==> src/rtl/fetch_pkg.sv <==
// Shared types for the fetch front end: FSM encoding and the {pc, instr} queue entry.
package fetch_pkg;

    localparam int unsigned INSTR_BYTES = 4;

    typedef enum logic [1:0] {
        FS_IDLE,
        FS_FETCH,
        FS_HALT
    } fetch_state_t;

    typedef struct packed {
        logic [63:0] pc;
        logic [31:0] instr;
    } fetch_entry_t;

endpackage

==> src/rtl/fetch_queue.sv <==
// DEPTH-entry FIFO of fetch entries with flush; the head is read straight from
// the storage registers.
module fetch_queue
    import fetch_pkg::*;
#(
    parameter int unsigned DEPTH = 2
) (
    input  logic         clk,
    input  logic         reset_n,
    input  logic         push,
    input  logic         pop,
    input  logic         flush,
    input  fetch_entry_t wr_entry,
    output logic         full,
    output logic         empty,
    output fetch_entry_t head
);

    localparam int unsigned AW = $clog2(DEPTH);
    localparam int unsigned CW = AW + 1;

    fetch_entry_t   mem [DEPTH];
    logic [AW-1:0]  wr_ptr;
    logic [AW-1:0]  rd_ptr;
    logic [CW-1:0]  count;
    logic           do_pop;

    assign full   = (count == CW'(DEPTH));
    assign empty  = (count == '0);
    assign head   = mem[rd_ptr];
    assign do_pop = pop && !empty;

    // The caller only raises push when there is room (or a pop frees a slot).
    always_ff @(posedge clk or negedge reset_n) begin
        if (!reset_n) begin
            wr_ptr <= '0;
            rd_ptr <= '0;
            count  <= '0;
            for (int unsigned i = 0; i < DEPTH; i++) begin
                mem[i] <= '0;
            end
        end else if (flush) begin
            wr_ptr <= '0;
            rd_ptr <= '0;
            count  <= '0;
        end else begin
            if (push) begin
                mem[wr_ptr] <= wr_entry;
                wr_ptr      <= wr_ptr + 1'b1;
            end
            if (do_pop) begin
                rd_ptr <= rd_ptr + 1'b1;
            end
            if (push && !do_pop) begin
                count <= count + 1'b1;
            end else if (!push && do_pop) begin
                count <= count - 1'b1;
            end
        end
    end

endmodule

==> src/rtl/fetch_sequencer.sv <==
// Front-end fetch: owns the PC, drives the instruction-memory address and
// queues {pc, instr} pairs towards IF/ID; handles redirect flushes and end-of-memory halt.
module fetch_sequencer
    import fetch_pkg::*;
#(
    parameter logic [63:0] RESET_PC  = 64'h0,
    parameter int unsigned MEM_BYTES = 64,
    parameter int unsigned DEPTH     = 2
) (
    input  logic        clk,
    input  logic        reset_n,
    output logic [63:0] imem_adr,
    input  logic [31:0] imem_instr,
    input  logic        redirect,
    input  logic [63:0] redirect_pc,
    output logic        out_valid,
    input  logic        out_ready,
    output logic [63:0] out_pc,
    output logic [31:0] out_instr,
    output logic        halted,
    output logic        misalign_err,
    output logic [31:0] fetch_count
);

    fetch_state_t state;
    logic [63:0]  pc;
    logic         at_end;
    logic         pop_fire;
    logic         push_fire;
    logic         q_full;
    logic         q_empty;
    fetch_entry_t q_head;
    fetch_entry_t q_wr;

    assign imem_adr  = pc;
    assign out_valid = !q_empty;
    assign out_pc    = q_head.pc;
    assign out_instr = q_head.instr;

    // 65-bit compare so a PC near 2^64 cannot wrap past the end-of-memory test.
    assign at_end    = ({1'b0, pc} + 65'(INSTR_BYTES - 1)) >= 65'(MEM_BYTES);
    assign pop_fire  = out_valid && out_ready;
    assign push_fire = (state == FS_FETCH) && !redirect && !at_end
                       && (!q_full || pop_fire);
    assign q_wr      = '{pc: pc, instr: imem_instr};

    fetch_queue #(
        .DEPTH(DEPTH)
    ) u_queue (
        .clk     (clk),
        .reset_n (reset_n),
        .push    (push_fire),
        .pop     (out_ready),
        .flush   (redirect),
        .wr_entry(q_wr),
        .full    (q_full),
        .empty   (q_empty),
        .head    (q_head)
    );

    always_ff @(posedge clk or negedge reset_n) begin
        if (!reset_n) begin
            state        <= FS_IDLE;
            pc           <= RESET_PC;
            halted       <= 1'b0;
            misalign_err <= 1'b0;
            fetch_count  <= '0;
        end else if (redirect) begin
            state  <= FS_FETCH;
            pc     <= {redirect_pc[63:2], 2'b00};
            halted <= 1'b0;
            if (redirect_pc[1:0] != 2'b00) begin
                misalign_err <= 1'b1;
            end
        end else begin
            case (state)
                FS_IDLE: state <= FS_FETCH;
                FS_FETCH: begin
                    if (at_end) begin
                        state  <= FS_HALT;
                        halted <= 1'b1;
                    end else if (push_fire) begin
                        pc          <= pc + 64'(INSTR_BYTES);
                        fetch_count <= fetch_count + 32'd1;
                    end
                end
                FS_HALT: state <= FS_HALT;
                default: state <= FS_IDLE;
            endcase
        end
    end

endmodule

==> config.mk <==
export PLATFORM = sky130hd
export DESIGN_NAME = fetch_sequencer
export DESIGN_NICKNAME = d
export VERILOG_FILES = /design/src/rtl/fetch_pkg.sv /design/src/rtl/fetch_queue.sv /design/src/rtl/fetch_sequencer.sv
export SDC_FILE = /design/constraint.sdc
export NUM_CORES = 1
export LEC_CHECK = 0
export ABC_AREA = 1
export CORE_MARGIN = 3
export CORE_UTILIZATION = 55
export CTS_CLUSTER_SIZE = 14
export DETAILED_ROUTE_END_ITERATION = 7
export GPL_TIMING_DRIVEN = 0
export PLACE_DENSITY = 0.94
export SLEW_MARGIN = 15
export SYNTH_ARGS = -nofsm -noshare
export SYNTH_HDL_FRONTEND = slang
export SYNTH_HIERARCHICAL = 1
export SYNTH_SLANG_ARGS = --single-unit
==> constraint.sdc <==
create_clock -name clk -period 5.55 [get_ports clk]
set_input_delay 0.8325 -clock clk [delete_from_list [all_inputs] [get_ports clk]]
set_output_delay 0.8325 -clock clk [all_outputs]
set_load 0.05 [all_outputs]
* Yosys cells after proc, flatten, opt, wreduce, memory -nomap -nowiden
Cells that the tools add are included.
** Storage, ports and cells
- Bits in latches :: 0
- Flip-flop bits (word level) :: 296
- Memories :: 0
- Output and inout port bits :: 195
- Memory bits (writable) :: 0
- ROM bits :: 0
- Input port bits :: 100
** Operators by class
- $lt $le $gt $ge :: 4
- Div/mod/pow operators :: 0
- Multipliers :: 0
- Reductions and logical operators :: 27
- Muxes and demuxes :: 23
- $add $sub $neg :: 7
- Bitwise gates (word level) :: 4
- Equality and inequality tests :: 5
- Shifts and indexed selects :: 0
** Operators with widths (count)
- $mux W96 :: 4
- $mux W64 :: 4
- $bwmux W192 :: 1
- $demux W96 S1 :: 1
- $add A64 B2 Y65 const B :: 1
- $ge A65 B7 Y1 const B :: 1
- $add A64 B3 Y64 const B :: 1
- $add A32 B1 Y32 const B :: 1
- $mux W2 :: 5
- $reduce_bool A2 Y1 :: 5
- $logic_and A1 B1 Y1 :: 7
- $mux W1 :: 7
- $logic_not A1 Y1 :: 6
- $pmux W2 S3 :: 1
- $reduce_and A2 Y1 :: 3
- $eq A2 B2 Y1 const B :: 2
- $ge A2 B2 Y1 const B :: 2
- $logic_not A2 Y1 :: 2
- $not A1 Y2 :: 2
- $reduce_and A4 Y1 :: 1
- $ne A3 B3 Y1 const B :: 1
- $reduce_and A3 Y1 :: 1
- $reduce_bool A3 Y1 :: 1
- $add A1 B1 Y1 const B :: 2
- 7 further kinds :: 8

* Depth between registers and ports, before layout
- Word-level depth :: 10
- Gate-level depth with buffers :: 14
- Mapped depth without buffers :: 14

* By module
The synthesis kept the hierarchy.
** By module, submodules not included
- fetch_queue :: area an instance 8523.2 µm², sequential area each 4904.7 µm², cells each 1059, instances 1
- fetch_sequencer :: area an instance 5092.4 µm², sequential area each 2452.4 µm², cells each 690, instances 1

* Worst setup path after synthesis
OpenSTA, ideal clock, no wires.
- Path type :: reg-to-reg
- Start point :: register pc[14], in the netlist imem_adr[14]
- End point :: register u_queue/mem[12] (netlist name)
- Stages on the path, launching flop included :: 12
- Required time :: 5.416 ns
- Data arrival time :: 2.163 ns
- Path slack :: 3.253 ns
- Cell sequence :: dfrtp_1 -> or2_0 -> nor2_1 -> nand2_1 -> nor2_2 -> nand3_1 -> nor2_1 -> nand3_2 -> buf_2 -> buf_4 -> nand2_1 -> o21ai_0
** Between the ends
- Longest elaborated chain between the ends :: 6
** Ends and longest elaborated chain
- start: declaration :: line fetch_sequencer.sv:26 : logic [63:0] pc;
- start signal: assignment :: line fetch_sequencer.sv:70 : pc <= {redirect_pc[63:2], 2'b00};
- start signal: assignment :: line fetch_sequencer.sv:83 : pc <= pc + 64'(INSTR_BYTES);
- $add A64 B2 Y65 :: line fetch_sequencer.sv:41 : assign at_end = ({1'b0, pc} + 65'(INSTR_BYTES - 1)) >= 65'(MEM_BYTES);
- $ge A65 B7 Y1 :: line fetch_sequencer.sv:41
- $logic_not A1 Y1 :: line fetch_sequencer.sv:43 : assign push_fire = (state == FS_FETCH) && !redirect && !at_end
- $logic_and A1 B1 Y1 :: line fetch_sequencer.sv:43
- $logic_and A1 B1 Y1 :: line fetch_sequencer.sv:44 : && (!q_full || pop_fire);
- via push_fire :: line fetch_sequencer.sv:29 : logic push_fire;
- $reduce_and A2 Y1 (no line)
- end signal: indexed assignment :: line fetch_queue.sv:48 : mem[wr_ptr] <= wr_entry;
- end: declaration :: line fetch_queue.sv:22 : fetch_entry_t mem [DEPTH];
The timed path passes the listed nets, and every way through them passes these cells.
A chain may end at the register's enable or synchronous reset.

* Worst setup path after layout
- Start point :: register u_queue.rd_ptr
- End point :: output out_pc[33]
** Between the ends
- Longest elaborated chain between the ends :: 4
** Ends and longest elaborated chain
- start: declaration :: line fetch_queue.sv:24 : logic [AW-1:0] rd_ptr;
- start signal: assignment :: line fetch_queue.sv:52 : rd_ptr <= rd_ptr + 1'b1;
- $not A1 Y2 (not written as such) :: line fetch_queue.sv:30 : assign head = mem[rd_ptr];
- $mux W96 (not written as such) (3 in a row) :: line fetch_queue.sv:30
- end: declaration :: line fetch_sequencer.sv:18 : output logic [63:0] out_pc,
Every way passes these cells. The select of a mux whose other input is x is not followed.

==> impl_metrics.json <==
{
  "status": "complete, no violations",
  "dp.cells": 2366,
  "grt_pass1_wl_mm": 68.1,
  "cts-buffers-inserted": 30,
  "core-area_mm2": 0.0239,
  "cts.clk_slew.worst_paths_ns": 0.07,
  "timing.final.crit_period_ns": 3.79,
  "endpoint_kind": "output pin",
  "maxSlewHeadroom_pct": 46.9,
  "track_usage_pct": 32.1,
  "avgSynthCellArea_um2": 7.78,
  "power.internal_w": 0.00377,
  "first_global_vias": 13100,
  "power.switching_w": 0.00145,
  "hold_buffers": 0,
  "chipWidth_um": 163,
  "htreeDepth": 1,
  "grt_max_degree": 109,
  "via_per_inst": 5.53,
  "clk_latency_ns": 0.56,
  "yosysMostFrequentCell": "nand2_1",
  "power_density_mw_per_mm2": 289,
  "synth-edff-count": 0,
  "drc": 0,
  "final_nets": 2183,
  "max_slew.worst_pin.slew_ns": 0.794,
  "area_delta_synth_final_pct": 32.9,
  "die_h_um": 163,
  "synth_top_area_share_pct": 54.0,
  "design_area_mm2": 0.0181,
  "holdWs_ns": 0.323,
  "drv_cap": 0,
  "fill_cells": 1625,
  "cp_max_fo": 10,
  "drive_above_1_share_pct": 6.23,
  "grt_use_met2_pct": 54.3,
  "drtAntennaViolNets": 0,
  "cts_tree": "done",
  "die_area_mm2": 0.0267,
  "leakagePower_nw": 8.89,
  "synth_cell_type_count": 30,
  "p_clk_share_pct": 40.9,
  "rows": 56,
  "rsz0062_at_grt": "no",
  "fin_worst_skew_ns": 0.0122,
  "busiest_layer": "met2",
  "cp-start-kind": "register",
  "synth_largest_area_cell": "dfrtp_1",
  "vdd_ir_drop_max_mv": 0.192,
  "switching_share_pct": 27.8,
  "use_met3_pct": 5.71,
  "final_cells": 2423,
  "synth_common_cells": "nand2_1 (785), dfrtp_1 (294), o21ai_1 (189)",
  "vias": 13400,
  "cts_resized": 0,
  "start_util_pct": 57.0,
  "io_pins": 295,
  "period_share_pct": 68.2,
  "holdCritPathClass": "primary input to asynchronous set/reset pin",
  "antenna_found_initial": 1,
  "hold_viol": 0,
  "seq_area_frac_synth_pct": 54.0,
  "drt_wl_total_mm": 43.4,
  "cts_num_sinks": 294,
  "synthesis.area_mm2": 0.0136,
  "p_total_w": 0.00522,
  "synthArstFlopShare_pct": 100,
  "drtPass1Iterations": 8,
  "arrival_ns": 2.95,
  "seqPwrFrac_pct": 44.1,
  "synth_top_flop_cell": "dfrtp_1",
  "p_comb_share_pct": 15.0,
  "numPortBuffers": 292,
  "clockRootBuffer": "clkbuf_16",
  "worstSetupPathType": "register to output pin",
  "final-setup-viol-count": 0,
  "post_cts_buffers": 0,
  "use_met1_pct": 41.5,
  "cts.path.max_buffers": 3,
  "synthTopCellsByArea": "dfrtp_1 (54%), nand2_1 (22%), o21ai_1 (6.9%)",
  "timing.fmax_mhz": 264,
  "maxSlewViolCount": 0,
  "finish.utilization_pct": 75.7,
  "routabilityCongestion": 0.903,
  "place_area_mm2": 0.0170,
  "grt_overflow": 0,
  "ys_seq_elements": 294,
  "initialDrtViolationCount": 1484,
  "dpl.hpwl_mm": 30.4,
  "cp.required_ns": 4.72,
  "syn_inst": 1749,
  "wl_per_cell_um": 17.9,
  "synth_warnings": 6
}
==> routing by layer <==
layer / part of all wire, % / wire length, um
met1: 38 / 16600
met2: 49 / 21300
met3: 8.9 / 3850
met4: 3.8 / 1640
met5: 0 / 0
==> final cells by class <==
cell class	count	area (um2)	area share, %
Multi-Input combinational cell	1235	5280	29.2
Sequential cell	294	7360	40.7
Timing Repair Buffer	295	3010	16.6
Buffer	95	507	2.80
Antenna cell	1	2.50	0.0138
Inverter	128	480	2.66
Clock buffer	41	873	4.83
Clock inverter	15	181	1.00
Tap cell	319	399	2.21
==> power by group through the flow <==
stage | Sequential [W] | Combinational (W) | Clock, W
final | 0.00230 | 0.000783 | 0.00214
after global routing | 0.00231 | 0.000834 | 0.00224
after CTS | 0.00230 | 0.000784 | 0.00215
after detailed placement | 0.00234 | 0.000775 | 0
after global placement | 0.00234 | 0.000750 | 0
after floorplan | 0.00247 | 0.000290 | 0
==> cells in the final DEF, fill, tap and decap left out <==
| cell | n |
|---|---|
| nand2_1 | 785 |
| dfrtp_1 | 294 |
| clkdlybuf4s50_1 | 291 |
| o21ai_1 | 189 |
| inv_1 | 126 |
| nand3_1 | 95 |
| nor2_1 | 79 |
| buf_2 | 39 |
| clkbuf_16 | 31 |
| clkbuf_1 | 29 |
| buf_4 | 23 |
| xor2_1 | 15 |
| o21ai_0 | 14 |
| xnor2_1 | 9 |
| nor3_1 | 9 |
| clkinv_2 | 9 |
| nand3b_1 | 8 |
| nand4_1 | 6 |
| buf_1 | 6 |
| clkbuf_8 | 6 |
| a21oi_1 | 5 |
| ha_1 | 4 |
| conb_1 | 4 |
| bufinv_16 | 4 |
| nor2_2 | 3 |
| buf_16 | 3 |
| or2_0 | 2 |
| buf_6 | 2 |
| nand3_2 | 2 |
| inv_2 | 2 |
| diode_2 | 1 |
| or2_1 | 1 |
| nand2_4 | 1 |
| nand2_2 | 1 |
| nor2_4 | 1 |
| o21bai_1 | 1 |
| clkinvlp_4 | 1 |
| clkinv_4 | 1 |
| buf_8 | 1 |
| nand3b_2 | 1 |
==> worst max-delay path, stage by stage, from the launching register on <==
cell	delay, ns
dfrtp_1	0.35
buf_2	0.18
inv_2	0.18
buf_2	0.31
buf_2	0.31
nand2_1	0.09
nand2_1	0.06
clkdlybuf4s50_1	0.89
==> state kept, by name, indices dropped and copies added, names as in the netlist <==
signal and count:
u_queue/count 2, halted 1, u_queue/rd_ptr 1, imem_adr 62
u_queue/wr_ptr 1, misalign_err 1, state 2, u_queue/mem 192
fetch_count 32
==> worst paths after layout <==
| kind | startpoint | endpoint | slack (ns) | depth (start not counted) |
|---|---|---|---|---|
| min in group clk | misalign_err$_DFFE_PN0P_ | misalign_err$_DFFE_PN0P_ | 0.48 | 1 |
| max | u_queue/rd_ptr$_DFFE_PN0P_ | out_pc[33] | 1.76 | 7 |
| max reg2reg | imem_adr[62]$_DFFE_PN0P_ | u_queue/mem[23]$_DFFE_PN0P_ | 2.49 | 12 |
| min | reset_n | u_queue/mem[182]$_DFFE_PN0P_ | 0.32 | 2 |
| max in group asynchronous | reset_n | imem_adr[19]$_DFFE_PN0P_ | 4.30 | 3 |
| min reg2reg | misalign_err$_DFFE_PN0P_ | misalign_err$_DFFE_PN0P_ | 0.48 | 1 |
==> logic make-up (layout without fill, tap and decap cells) <==
group,after synthesis,in the layout,share of synthesized area [%]
adder cells (fa/ha/maj),4,4,0.368
XOR/XNOR,24,24,1.54
AND/OR/NAND/NOR,994,994,29.1
AO/OA/AOI/OAI,209,209,7.70
other,1,5,0.0275
flip-flops,294,294,54.0
buffers and inverters,223,574,7.25
==> through the flow <==
stage                     setup TNS [ns]  setup slack (ns)
after floorplan                        0              3.25
after global placement          -2440.15             -8.32
after detailed placement               0              2.09
after CTS                              0              1.78
after global routing                   0              1.72
final                                  0              1.76
Power figures use the tool's default switching activity.
